===== config.mk =====
export PLATFORM = sky130hd
export DESIGN_NAME = sfx_scheduler
export DESIGN_NICKNAME = d
export VERILOG_FILES = /design/src/rtl/sfx_scheduler.sv
export SDC_FILE = /design/constraint.sdc
export NUM_CORES = 1
export LEC_CHECK = 0
export ABC_CLOCK_PERIOD_IN_PS = 3050
export BUFFER_PORTS_ARGS = -buffer_cell sky130_fd_sc_hd__buf_4
export CELL_PAD_IN_SITES_DETAIL_PLACEMENT = 2
export CELL_PAD_IN_SITES_GLOBAL_PLACEMENT = 2
export CORE_ASPECT_RATIO = 1.75
export CORE_MARGIN = 8
export CORE_UTILIZATION = 37
export CTS_BUF_LIST = sky130_fd_sc_hd__clkbuf_16
export CTS_CLUSTER_SIZE = 24
export DETAILED_ROUTE_END_ITERATION = 8
export PLACE_DENSITY_LB_ADDON = 0.25
export SLEW_MARGIN = 20
export SYNTH_ARGS = -nofsm -noshare
export SYNTH_HDL_FRONTEND = slang
export SYNTH_SLANG_ARGS = --single-unit
export TNS_END_PERCENT = 30

===== constraint.sdc =====
create_clock -name clk -period 3.05 [get_ports clk]
set_input_delay 0.1525 -clock clk [delete_from_list [all_inputs] [get_ports clk]]
set_output_delay 0.1525 -clock clk [all_outputs]
set_load 0.005 [all_outputs]

===== src/rtl/sfx_scheduler.sv =====
// Fixed-priority sound-effect arbiter and note sequencer driving a single square-wave
// tone generator; notes come from an internal ROM and are timed by a 1 ms tick.
module sfx_scheduler #(
  parameter int FCLK     = 50_000_000,
  parameter int TICK_DIV = FCLK / 1000,
  parameter int GAP_MS   = 20
) (
  input  logic        clk,
  input  logic        reset_n,
  input  logic [3:0]  sfx_req,
  input  logic        mute,
  output logic [15:0] freq,
  output logic        busy,
  output logic [1:0]  active_id,
  output logic [3:0]  sfx_done,
  output logic [3:0]  sfx_drop
);
  localparam int DIV_W = (TICK_DIV > 1) ? $clog2(TICK_DIV) : 1;

  typedef enum logic [1:0] {S_IDLE, S_LOAD, S_PLAY, S_GAP} state_t;

  state_t           state_q;
  logic [DIV_W-1:0] div_q;
  logic [3:0]       pending_q, pending_d;
  logic [1:0]       active_id_q, note_idx_q, grant_id;
  logic [15:0]      freq_q, cnt_q;
  logic [3:0]       done_q, drop_q;
  logic             tick, grant_vld, preempt, take;

  function automatic logic [15:0] rom_freq(input logic [1:0] id, input logic [1:0] idx);
    case ({id, idx})
      4'b00_00: rom_freq = 16'd659;
      4'b00_01: rom_freq = 16'd523;
      4'b00_10: rom_freq = 16'd440;
      4'b01_00: rom_freq = 16'd523;
      4'b01_01: rom_freq = 16'd659;
      4'b01_10: rom_freq = 16'd784;
      4'b01_11: rom_freq = 16'd1047;
      4'b10_00: rom_freq = 16'd220;
      4'b11_00: rom_freq = 16'd880;
      default:  rom_freq = 16'd0;
    endcase
  endfunction

  function automatic logic [15:0] rom_dur(input logic [1:0] id, input logic [1:0] idx);
    case ({id, idx})
      4'b00_00, 4'b00_01: rom_dur = 16'd300;
      4'b00_10:           rom_dur = 16'd600;
      4'b01_00, 4'b01_01,
      4'b01_10:           rom_dur = 16'd80;
      4'b01_11:           rom_dur = 16'd160;
      4'b10_00:           rom_dur = 16'd40;
      4'b11_00:           rom_dur = 16'd30;
      default:            rom_dur = 16'd1;
    endcase
  endfunction

  function automatic logic [1:0] rom_last(input logic [1:0] id);
    case (id)
      2'd0:    rom_last = 2'd2;
      2'd1:    rom_last = 2'd3;
      default: rom_last = 2'd0;
    endcase
  endfunction

  // Lowest pending index wins; a grant clears its bit even if re-requested this cycle.
  always_comb begin
    tick      = (div_q == DIV_W'(TICK_DIV - 1));
    grant_vld = |pending_q;
    grant_id  = 2'd0;
    for (int i = 3; i >= 0; i--) begin
      if (pending_q[i]) grant_id = 2'(i);
    end
    preempt   = (state_q != S_IDLE) && grant_vld && (grant_id < active_id_q);
    take      = preempt || ((state_q == S_IDLE) && grant_vld);
    pending_d = pending_q | sfx_req;
    if (take) pending_d[grant_id] = 1'b0;
  end

  always_ff @(posedge clk or negedge reset_n) begin
    if (!reset_n) begin
      state_q     <= S_IDLE;
      div_q       <= '0;
      pending_q   <= 4'd0;
      active_id_q <= 2'd0;
      note_idx_q  <= 2'd0;
      freq_q      <= 16'd0;
      cnt_q       <= 16'd0;
      done_q      <= 4'd0;
      drop_q      <= 4'd0;
    end else begin
      div_q     <= tick ? '0 : div_q + 1'b1;
      pending_q <= pending_d;
      done_q    <= 4'd0;
      drop_q    <= 4'd0;
      if (preempt) begin
        // In GAP the effect already completed, so it is not reported as dropped.
        if (state_q != S_GAP) drop_q[active_id_q] <= 1'b1;
        active_id_q <= grant_id;
        note_idx_q  <= 2'd0;
        state_q     <= S_LOAD;
      end else begin
        case (state_q)
          S_IDLE: begin
            if (grant_vld) begin
              active_id_q <= grant_id;
              note_idx_q  <= 2'd0;
              state_q     <= S_LOAD;
            end
          end
          S_LOAD: begin
            freq_q  <= rom_freq(active_id_q, note_idx_q);
            cnt_q   <= rom_dur(active_id_q, note_idx_q);
            state_q <= S_PLAY;
          end
          S_PLAY: begin
            if (tick) begin
              if (cnt_q <= 16'd1) begin
                if (note_idx_q == rom_last(active_id_q)) begin
                  done_q[active_id_q] <= 1'b1;
                  freq_q  <= 16'd0;
                  cnt_q   <= 16'(GAP_MS);
                  state_q <= S_GAP;
                end else begin
                  note_idx_q <= note_idx_q + 2'd1;
                  state_q    <= S_LOAD;
                end
              end else begin
                cnt_q <= cnt_q - 16'd1;
              end
            end
          end
          default: begin
            if (tick) begin
              if (cnt_q <= 16'd1) state_q <= S_IDLE;
              else cnt_q <= cnt_q - 16'd1;
            end
          end
        endcase
      end
    end
  end

  assign freq      = mute ? 16'd0 : freq_q;
  assign busy      = (state_q != S_IDLE);
  assign active_id = active_id_q;
  assign sfx_done  = done_q;
  assign sfx_drop  = drop_q;

endmodule


==> metrics <==
Final Hold Slack 48.0 ps; setup TNS 0 ps; Longest Clk Path Bufs 2; Slew HR 45.6%; layout cell share with drive strength beyond 1 15.2%; final hold violation count 0; PostCTS Resize Cnt 0; final worst setup slack 235 ps; dpl hpwl 8210 um; Post-synth ARST share 100%; global route overflow 0; placed cells 511; final worst path period share 92.3%; largest net degree at the start of global routing 61; crit-path most repeated cell inv_1; Num Clock Sinks 60; EDFF count, synth 0; cells after synthesis 371; initial antenna violation count 0; CTS tree done; CP Class reg -> reg; top cells by count, synth 60 x dfrtp_1, 36 x nor2_1, 26 x nand2_1, 25 x o21ai_0, 21 x a21oi_1; Initial Util 38.0%; Tmin final 2820 ps; max incr delay on CP 520 ps; clock slew at reported path FFs 50 ps; slowest CP cell o41ai_1; cts hold-fix bufs 1; Pleak 1.90 nW; routed vias 2,997; synth-to-layout area growth 18.9%; WL per Instance 21.2 um; Vias/cell 5.68; Final Max Tran Viols 0; Routed Antenna Nets 0; PD cells 1100 mW/mm2; startpoint types flop; yosys warns 0; routability cong. 0.796; leading area contributor after synthesis dfrtp_1; Synth Cell Area 0.00345 mm2; drt initial violations 93; WP buf/inv 2; DRC 0; RSZ-0062 raised after global routing no; top_reg_cell synth dfrtp_1; max cap viols 0; Synth cell types 57; Seq/Total Area, Yosys 43.5%; DIE WIDTH 89.0 um; latest clock arrival within the worst-skew pair 340 ps; status completed; fmax 0.355 GHz; setup repair bufs after CTS 0; final std cells w/o fill 528; Worst-Margin Slew 817 ps; TritonCTS Buffers 9; count leader, synth dfrtp_1; clk_skew 8.49 ps; Avg Cell Area, Syn 9.30 um2; final setup violating endpoints 0; Port Buffers 28; Yosys top cell area share 43.5%; HP Class in -> reg; core box area 0.00909 mm2; Rows 46; Worst EP required 3270 ps; ANT cells 0; synth top area cells dfrtp_1 43%, ha_1 5.4%, nor2_1 3.9%, o21ai_0 3.6%, a21oi_1 3.0%; Total GRT Usage 18.5%; Die Y-Extent 144 um; die footprint 0.0128 mm2; flops & latches, synth 60; CP endpoint kind flop; io pins 34; crit path cell chain inv_1 > ha_1 > inv_1 > o41ai_1 > nand3_1 > and3_1 > nor2b_2 > a32o_1; vias in the first global route 3,451; WP data arrival 3040 ps; DRT Pass-1 Iters 4; critical path fanouts, max 21; first-pass GRT wire length 17,700 um; pre-CTS setup slack 304 ps; Top delay family on crit path simple AND/OR/NAND/NOR gates; H-tree levels 3; IR drop worst, VDD 0.447 mV; nets@finish 425; CTS root buffer clkbuf_16; Routed WL 11,200 um
[metrics by stage]
step | area [um2] | util [%] | total power, mW
after CTS | 4100 | 45.1 | 4.57
after detailed placement | 3780 | 41.5 | 3.41
after global placement | 3780 | 41.5 | 3.31
final | 4100 | 45.1 | 4.52
after floorplan | 3470 | - | 2.69
after global routing | 4100 | 45.1 | 4.79
[cell type report]
| type | count | area [um2] |
|---|---|---|
| Timing Repair Buffer | 40 | 303 |
| Tap cell | 120 | 150 |
| Clock inverter | 7 | 92.6 |
| Sequential cell | 60 | 1500 |
| Inverter | 16 | 60.1 |
| Clock buffer | 9 | 225 |
| Fill cell | 1037 | 4990 |
| Multi-Input combinational cell | 276 | 1770 |
[cell usage in the layout (no fill, tap or decap), types with 5 or more instances in the layout]
master,Yosys,layout
and3_1,6,6
nand3_1,13,13
conb_1,1,5
nor2_1,36,36
ha_1,15,15
inv_1,16,17
buf_4,8,39
xor2_1,8,8
nand2_1,26,26
nor2b_1,13,13
a21oi_1,21,21
xnor2_1,6,6
o21ai_0,25,25
dfrtp_1,60,60
a22o_1,11,11
nand4_1,5,5
nor3_1,14,14
nor4_1,6,6
clkbuf_16,0,9
o2bb2ai_1,8,8
[worst register-to-register path, stage by stage (launching register included)]
cell and delay, ps:
dfrtp_1 460, inv_1 170, ha_1 270, inv_1 130, o41ai_1 520, nand3_1 120, and3_1 430, nor2b_2 320
a32o_1 270
[power breakdown]
part	leakage (nW)	internal (mW)	switching, mW	total (mW)
sequential	0.777	1.01	0.249	1.26
clock	0.153	0.711	0.384	1.10
combinational	0.972	0.817	1.35	2.17
total	1.90	2.54	1.99	4.52
[final timing paths]
check	depth (start not counted)	start	slack (ps)	to
setup reg to reg	8	state_q[0]	230	cnt_q[10]
hold reg to reg	1	freq_q[5]	480	freq_q[5]
max in group asynchronous	2	reset_n	2040	state_q[0]
min in group asynchronous	2	reset_n	430	cnt_q[12]
setup / recovery	8	state_q[0]	230	cnt_q[10]
hold / removal	3	sfx_req[0]	50	pending_q[0]
[sequential cells by signal (all words and copies together), names as in the netlist]
signal and count:
pending_q 4, freq_q 10, note_idx_q 2, state_q 2, sfx_drop 4, sfx_done 4, cnt_q 16, div_q 16
active_id 2
[kinds of logic (layout without fill, tap and decap cells)]
kind of cell / after synthesis / in the layout / share of synthesized area, %
other: 1 / 5 / 0.109
flip-flops: 60 / 60 / 43.5
AND/OR/NAND/NOR: 142 / 142 / 21.8
AO/OA/AOI/OAI: 99 / 99 / 19.7
adder cells (fa/ha/maj): 15 / 15 / 5.44
XOR/XNOR: 14 / 14 / 3.55
multiplexers: 1 / 1 / 0.290
buffers and inverters: 39 / 72 / 5.62
[layer usage]
layer | share of wire (%) | wire (um) | global-route usage [%]
met5 | 0 | 0 | 0
met3 | 2.1 | 235 | 2.92
met2 | 58 | 6510 | 36.1
met1 | 36 | 4060 | 17.0
met4 | 3.4 | 385 | 10.7
Note: power is estimated with default switching activity, not from simulation.
